`src/rtl/digital_modulator.sv`:
```
// Bit-rate baseband source plus ASK/FSK/PSK/baseband selector over externally supplied carriers.
// Optional build macro MOD_PN_GEN_EN replaces data_in with an internal x^7+x^6+1 PN generator.
module digital_modulator #(
  parameter int unsigned BIT_DIV = 50000
) (
  input  logic       clk,
  input  logic       reset_n,
  input  logic       en,
  input  logic [1:0] mod_sel,
  input  logic [9:0] carrier_a,
  input  logic [9:0] carrier_b,
  input  logic [9:0] carrier_c,
  input  logic       data_in,
  output logic [9:0] mod_out,
  output logic       bit_out,
  output logic       bit_tick
);

  localparam int unsigned CNT_W = 20;
  localparam int unsigned SMP_W = 10;
  localparam logic [CNT_W-1:0] CNT_LAST = CNT_W'(BIT_DIV - 1);
  localparam logic [SMP_W-1:0] SMP_MID  = SMP_W'(512);
  localparam logic [SMP_W-1:0] SMP_FULL = SMP_W'(1023);
  localparam logic [SMP_W-1:0] SMP_ZERO = SMP_W'(0);

  typedef enum logic [1:0] {
    MODE_ASK = 2'b00,
    MODE_FSK = 2'b01,
    MODE_PSK = 2'b10,
    MODE_BB  = 2'b11
  } mode_e;

  logic [CNT_W-1:0] cnt;
  mode_e            mode_q;
  logic             boundary_c;
  logic             next_bit_c;
  logic [SMP_W-1:0] sample_c;

  assign boundary_c = en && (cnt == CNT_LAST);

`ifdef MOD_PN_GEN_EN
  localparam logic BIT_RST = 1'b1;
  localparam int unsigned LFSR_W = 7;

  logic [LFSR_W-1:0] lfsr;
  logic [LFSR_W-1:0] lfsr_next_c;
  logic              unused_data_in;

  assign unused_data_in = data_in;
  assign lfsr_next_c    = {lfsr[5:0], lfsr[6] ^ lfsr[5]};
  assign next_bit_c     = lfsr_next_c[6];

  // PN register advances once per bit boundary; seed is all ones
  always_ff @(posedge clk or negedge reset_n) begin
    if (!reset_n) begin
      lfsr <= {LFSR_W{1'b1}};
    end else if (boundary_c) begin
      lfsr <= lfsr_next_c;
    end
  end
`else
  localparam logic BIT_RST = 1'b0;

  assign next_bit_c = data_in;
`endif

  // Pure selection between carriers and constants; idle level while disabled
  always_comb begin
    sample_c = SMP_MID;
    if (en) begin
      unique case (mode_q)
        MODE_ASK: sample_c = bit_out ? carrier_b : SMP_MID;
        MODE_FSK: sample_c = bit_out ? carrier_b : carrier_a;
        MODE_PSK: sample_c = bit_out ? carrier_b : carrier_c;
        MODE_BB:  sample_c = bit_out ? SMP_FULL  : SMP_ZERO;
        default:  sample_c = SMP_MID;
      endcase
    end
  end

  // Bit timing, boundary-latched bit/mode, registered sample output
  always_ff @(posedge clk or negedge reset_n) begin
    if (!reset_n) begin
      cnt      <= '0;
      bit_tick <= 1'b0;
      bit_out  <= BIT_RST;
      mode_q   <= MODE_ASK;
      mod_out  <= SMP_MID;
    end else begin
      bit_tick <= boundary_c;
      mod_out  <= sample_c;
      if (en) begin
        cnt <= boundary_c ? '0 : cnt + CNT_W'(1);
      end
      if (boundary_c) begin
        bit_out <= next_bit_c;
        mode_q  <= mode_e'(mod_sel);
      end
    end
  end

endmodule

```
`config.mk`:
```
export PLATFORM = sky130hd
export DESIGN_NAME = digital_modulator
export DESIGN_NICKNAME = d
export VERILOG_FILES = /design/src/rtl/digital_modulator.sv
export SDC_FILE = /design/constraint.sdc
export NUM_CORES = 1
export LEC_CHECK = 0
export CORE_MARGIN = 10
export CORE_UTILIZATION = 40
export CTS_BUF_LIST = sky130_fd_sc_hd__clkbuf_8
export CTS_CLUSTER_DIAMETER = 120
export DETAILED_ROUTE_END_ITERATION = 12
export PLACE_DENSITY = 0.82
export SLEW_MARGIN = 20
export SYNTH_ARGS = -nofsm -noshare
export SYNTH_HDL_FRONTEND = slang
export SYNTH_SLANG_ARGS = --single-unit
```
`constraint.sdc`:
```
create_clock -name clk -period 2.1 [get_ports clk]
set_input_delay 0.315 -clock clk [delete_from_list [all_inputs] [get_ports clk]]
set_output_delay 0.315 -clock clk [all_outputs]
set_load 0.05 [all_outputs]
```
### Word-level counts from Yosys, hierarchy flattened

Index checks and enable logic that the tools add are counted.

| word-level totals | value |
|---|---|
| bits in registers | 34 |
| input bits | 36 |
| output and inout bits | 12 |
| word-level logic and storage cells | 19 |

| cells by class | value |
|---|---|
| add/sub/neg operators | 1 |
| equality and inequality tests | 4 |
| muxes and demuxes | 7 |
| reductions and logical operators | 2 |

Operators by type and width:

| cell | count |
|---|---|
| 10-bit 2-to-1 mux | 5 |
| 10-bit one-hot mux with 4 select lines | 1 |
| 20-bit by 1-bit adder with 20-bit output, second input constant | 1 |
| 20-bit by 16-bit == test with 1-bit output, second input constant | 1 |
| 20-bit 2-to-1 mux | 1 |
| 2-bit == test, second input constant | 2 |
| 2-bit by 1-bit == test with 1-bit output, second input constant | 1 |
| 2-bit logical NOT | 1 |
| 1-bit logical AND | 1 |

### Depth between registers and ports, before layout

Gate-level depths: netlist (run 1).

| logic depth | value |
|---|---|
| depth after elaboration | 3 |
| depth in mapped cells | 5 |
| mapped depth without buffers | 5 |

### Worst setup path before layout (run 1)

OpenSTA, ideal clock, no wires.

| timing | value |
|---|---|
| path type | flip-flop to flip-flop |
| start | register cnt[10] |
| end | register bit_out |
| library setup time | 125 ps |
| data arrival time | 2089 ps |
| path slack | -114 ps |
| stages on the path, launching flop included | 5 |
| clock period less this slack | 2214 ps |
| cells stage by stage | dfrtp_1 or4b_1 or3_4 nor4_4 mux2_2 |

| on the way | value |
|---|---|
| longest elaborated chain between the ends | 2 |

Ends and longest elaborated chain:

| element | line | text |
|---|---|---|
| start, declared | 33 | `logic [CNT_W-1:0] cnt;` |
| start signal, assigned | 93 | `cnt <= boundary_c ? '0 : cnt + CNT_W'(1);` |
| 20-bit by 16-bit == test with 1-bit output | 39 | `assign boundary_c = en && (cnt == CNT_LAST);` |
| 1-bit logical AND | 39 |  |
| end signal, assigned | 96 | `bit_out <= next_bit_c;` |
| end, declared | 15 | `output logic bit_out,` |

No other way between the ends.
A chain may end at the register's enable or synchronous reset.

### Worst setup path after layout (run 1)

| timing | value |
|---|---|
| start | register cnt[10] |
| end | register mode_q[0] |

| on the way | value |
|---|---|
| longest elaborated chain between the ends | 2 |

Ends and longest elaborated chain:

| element | line | text |
|---|---|---|
| 20-bit by 16-bit == test with 1-bit output | 39 |  |
| 1-bit logical AND | 39 |  |
| end signal, assigned | 97 | `mode_q <= mode_e'(mod_sel);` |
| end, declared | 34 | `mode_e mode_q;` |

No other way between the ends.

==> results.json, run 1 <==
{
  "ant_nets": 0,
  "cp-end-kind": "flip-flop",
  "final_cells": 267,
  "gr-total-overflow": 0,
  "ys_seq_area_frac": 0.529,
  "fin_ws_ns": -0.0509,
  "via_per_inst": 5.22,
  "synthDistinctLibCells": 32,
  "dp_cells": 258,
  "clockRootBuffer": "clkbuf_8",
  "fin_nets": 253,
  "synth-edff-count": 0,
  "clkSinkCount": 34,
  "synth_common_cells": "dfrtp_1, nor2_1, nand2_1, o21ai_0, xnor2_1",
  "grt_pass1_wl_um": 7300,
  "worst_hold_slack_ns": 0.429,
  "tritoncts": "done",
  "io_pins": 48,
  "wl_per_cell_um": 15.9,
  "synthToLayoutAreaGrowth_pct": 43.7,
  "min_period_over_period": 1.02,
  "synthCells": 154,
  "violations": "negative setup slack",
  "clock_latency_ns": 0.29,
  "dr.pass1.iters": 4,
  "io_buffer_count": 47,
  "final.setup.tns_ns": -0.113,
  "gp_congestion": 0.860,
  "synth.avg_cell_area_um2": 10.5,
  "power_leakage_nw": 0.988,
  "slew_headroom": 0.555,
  "hold_path.class": "input port to asynchronous set/reset pin",
  "finalHoldViolCount": 0,
  "rsz0062_at_grt": "true",
  "synthArstFlopShare": 1.00,
  "status": "finished, violations left",
  "ys_warn_count": 0,
  "syn_nets": 191,
  "htreeDepth": 2,
  "min_period_ns": 2.15,
  "rows": 23,
  "yosysTopAreaCell": "dfrtp_1",
  "cts.clk_slew.worst_paths_ns": 0.07,
  "grtUsageTotal": 0.129,
  "clock.fmax_mhz": 465,
  "worstMarginPinSlew_ns": 0.666,
  "antenna_cells": 0,
  "placed_cell_area_um2": 2210,
  "yosysTopAreaCellShare": 0.513,
  "yosys_register_bits": 34,
  "cp.arrival_ns": 2.33,
  "routed_wl_um": 4250,
  "grt_max_degree": 35,
  "fin_skew_ns": 0.00578,
  "initial_utilization": 0.408,
  "multi_input_area_um2": 732,
  "finalSetupViolCount": 3,
  "post-place-ws_ns": 0.0109,
  "first_global_vias": 1499,
  "die-area_um2": 6960,
  "stdcell_area_um2": 2310,
  "drtIter0Drc": 130,
  "p_per_area_nw_per_um2": 635,
  "nFillCells": 329,
  "drcViolationCount": 0,
  "register_area_um2": 852,
  "core-area_um2": 3940,
  "report.final.slew_viol_count": 0,
  "synth_ff_type": "dfrtp_1",
  "synth_area_leaders": "dfrtp_1, xnor2_1, a221oi_1, nor2_1, o21ai_0",
  "die_w_um": 83.5,
  "start_kind": "flip-flop",
  "antenna_found_initial": 0,
  "worstSetupPathType": "flip-flop to flip-flop",
  "drv_cap": 0,
  "synth_most_common_cell": "dfrtp_1",
  "synth_area_um2": 1610,
  "cts-buffers-inserted": 5,
  "required_ns": 2.28,
  "clk_path_buf_depth": 2,
  "drive_gt1_frac": 0.143,
  "path_max_fanout": 4,
  "via_count": 1395,
  "die_y_um": 83.5,
  "irDropWorstVdd_mv": 0.343,
  "dpl.hpwl_um": 3330
}
per-layer routing:
metal  vias up  GRT usage  part of all wire
li1        676          -                 -
met1       691      0.139              0.40
met2        22      0.229              0.55
met3         6     0.0361             0.035
met4         0     0.0518             0.016
met5         -          0                 0
sequential cells by signal, summed over array words and instances (netlist names):
register / flops
bit_tick: 1
mod_out: 10
mode_q: 2
cnt: 20
bit_out: 1
area by class of cell:
| cell class | count | area share |
|---|---|---|
| Clock buffer | 6 | 0.0357 |
| Clock inverter | 2 | 0.00378 |
| Timing Repair Buffer | 60 | 0.244 |
| Tap cell | 50 | 0.0270 |
| Inverter | 3 | 0.00486 |
| Sequential cell | 34 | 0.368 |
| Multi-Input combinational cell | 112 | 0.316 |
worst max-delay path, cell delays in order (launching register included):
cell     delay, ns
dfrtp_1       0.38
or4b_1        0.52
or3_4         0.37
nor4_4        0.27
buf_4         0.17
mux2_2        0.33
cell usage in the layout (no fill, tap or decap):
cell             count
or3_4                1
o22ai_1              2
dfrtp_1             33
or4_2                1
nor4_4               1
nand3b_1             1
nor2_1              18
mux2_4               1
mux2i_1              1
buf_4               14
clkbuf_8             6
nand4_2              1
and3_1               2
nor2b_1              3
nand2b_1             2
dfstp_2              1
nand3_1              5
o21ai_0             11
nor3_1               4
or4b_1               1
inv_1                4
and4_2               1
a21oi_1              1
xor2_1               6
nand4_1              6
clkinv_2             1
clkdlybuf4s50_1     46
or4_1                1
nor4_1               5
ha_1                 1
nand2_1             12
mux2_2               2
xnor2_1             11
or2_2                1
and2_1               1
a221oi_1             9
final timing paths:
check                           cells after the start  slack [ns]    endpoint     from
min in group clk                                    1        0.48     cnt[19]  cnt[19]
worst min register to register                      1        0.48     cnt[19]  cnt[19]
worst max register to register                      5       -0.05   mode_q[0]  cnt[10]
worst max-delay path                                5       -0.05   mode_q[0]  cnt[10]
worst min-delay path                                2        0.43   mode_q[0]  reset_n
max in group asynchronous                           2        1.35  mod_out[9]  reset_n
metrics by stage:
stage,power [mW],util
floorplan,0.879,-
global placement,0.985,0.561
detailed placement,0.998,0.561
CTS,1.49,0.584
global route,1.55,0.587
finish,1.47,0.587
timing repair:
| action | 4_1_cts | 5_1_grt |
|---|---|---|
| hold buffers | 0 | 0 |
| setup buffers | 0 | 1 |
| endpoints found under the setup margin | 1 | 8 |
| resized for setup | 0 | 1 |
| endpoints found under the hold margin | 0 | 0 |
| pin swaps | 0 | 1 |
power by group:
group	total, mW	internal (mW)	switching [mW]
registers	0.773	0.704	0.0694
clock network	0.485	0.259	0.226
logic	0.212	0.117	0.0941
cells by family after synthesis:
kind of cell | count (synthesis) | share of synthesized area
xor gates and xnor gates | 17 | 0.0925
adders and majority gates | 1 | 0.00777
muxes | 4 | 0.0272
AOI/OAI and AO/OA | 23 | 0.0940
and+or+nand+nor | 67 | 0.231
DFF | 34 | 0.529
buffers and inverters | 8 | 0.0186
(Power assumes the default switching activity.)
==> run 2: changes to the inputs <==
CORE_UTILIZATION = 44   (was 40)
PLACE_DENSITY = 0.88   (was 0.82)
==> results.json, run 2 (same netlist as run 1, synthesis figures left out) <==
{
  "gr-total-overflow": 0,
  "die_w_um": 80.5,
  "cts-buffers-inserted": 5,
  "worstSetupPathType": "flip-flop to flip-flop",
  "largestRegisters": "cnt (20), mod_out (10), mode_q (2)",
  "clock_latency_ns": 0.28,
  "cts.clk_slew.worst_paths_ns": 0.07,
  "mostFrequentLayoutCell": "clkdlybuf4s50_1",
  "drcViolationCount": 0,
  "clk_path_buf_depth": 2,
  "drtIter0Drc": 86,
  "htreeDepth": 2,
  "p_per_area_nw_per_um2": 642,
  "first_global_vias": 1404,
  "placed_cell_area_um2": 2230,
  "ant_nets": 0,
  "min_period_over_period": 0.975,
  "largest_register_ffs": 20,
  "cp.arrival_ns": 2.21,
  "power.total_mw": 1.49,
  "io_buffer_count": 47,
  "status": "finished clean",
  "final_core_util": 0.674,
  "clockRootBuffer": "clkbuf_8",
  "cp-end-kind": "flip-flop",
  "die_y_um": 80.5,
  "hold_path.class": "input port to asynchronous set/reset pin",
  "io_pins": 48,
  "start_kind": "flip-flop",
  "routed_wl_um": 4390,
  "initial_utilization": 0.468,
  "slew_headroom": 0.519,
  "antenna_cells": 0,
  "grt_pass1_wl_um": 7090,
  "report.final.slew_viol_count": 0,
  "synthToLayoutAreaGrowth_pct": 44.1,
  "drv_cap": 0,
  "core-area_um2": 3440,
  "clkSinkCount": 34,
  "min_period_ns": 2.05,
  "via_count": 1391,
  "dpl.hpwl_um": 3370,
  "antenna_found_initial": 0,
  "dr.pass1.iters": 4,
  "tritoncts": "done",
  "irDropWorstVdd_mv": 0.527,
  "finalHoldViolCount": 0,
  "gp_congestion": 0.933,
  "finalSetupViolCount": 0,
  "clock.fmax_mhz": 488,
  "die-area_um2": 6480,
  "wl_per_cell_um": 16.6,
  "via_per_inst": 5.25,
  "fin_skew_ns": 0.00978,
  "path_max_fanout": 4,
  "stdcell_area_um2": 2320,
  "final_cell_mix": "clkdlybuf4s50_1, dfrtp_1, nor2_1, buf_4, nand2_1",
  "top_register": "cnt",
  "fin_nets": 255,
  "drive_gt1_frac": 0.151,
  "worstMarginPinSlew_ns": 0.721,
  "rows": 21,
  "grt_max_degree": 35,
  "required_ns": 2.26,
  "grtUsageTotal": 0.142,
  "worst_hold_slack_ns": 0.445,
  "rsz0062_at_grt": "true",
  "power_leakage_nw": 0.996
}
[run 2: cell count changes in the layout (fill, tap and decap cells not counted), sizes merged]
| cell | before | now |
|---|---|---|
| buf | 14 | 16 |
[run 2: worst paths after layout]
path                              start    endpoint  slack [ns]  cells past startpoint
worst max-delay path            cnt[10]   mode_q[1]        0.05                      4
worst min-delay path            reset_n  mod_out[7]        0.45                      2
worst max register to register  cnt[10]   mode_q[1]        0.05                      4
worst min register to register  cnt[19]     cnt[19]        0.48                      1
max in group asynchronous       reset_n  mod_out[9]        1.32                      2
min in group clk                cnt[19]     cnt[19]        0.48                      1
[run 2: per-layer routing]
| layer | track usage | routed length, um | up-vias |
|---|---|---|---|
| li1 | - | - | 683 |
| met1 | 0.168 | 1850 | 670 |
| met2 | 0.246 | 2340 | 36 |
| met3 | 0.0267 | 172 | 2 |
| met4 | 0.0528 | 36 | 0 |
| met5 | 0 | 0 | - |
[run 2: final cells by class]
type                            count  area (um2)
Multi-Input combinational cell    112         728
Clock buffer                        6        82.6
Tap cell                           46        57.6
Inverter                            3        11.3
Timing Repair Buffer               62         581
Fill cell                         256        1120
Clock inverter                      2        8.76
Sequential cell                    34         852
[run 2: power breakdown]
part           switching (mW)  total (mW)  internal (mW)
clock network           0.220       0.479          0.259
registers              0.0595       0.763          0.704
logic                   0.115       0.247          0.131
[run 2: stage by stage]
stage	cells	setup TNS (ns)	setup WS (ns)
after global placement	257	0	0.0600
after detailed placement	257	0	0.0543
after floorplan	154	-0.157	-0.0524
final	265	0	0.0522
after global routing	265	-0.0883	-0.0367
after CTS	265	0	0.0482
[run 2: critical path, stage by stage (launching register included)]
cell and delay [ns]:
dfrtp_1 0.37, or4b_1 0.50, or3_4 0.37, nor4_4 0.32, mux2_2 0.37
[run 2: what timing repair did]
item                                    CTS  global route
gates resized for setup                   0             0
buffers inserted                          0             0
endpoints found under the setup margin    0             3
hold buffers                              0             0
hold endpoints to repair                  0             0
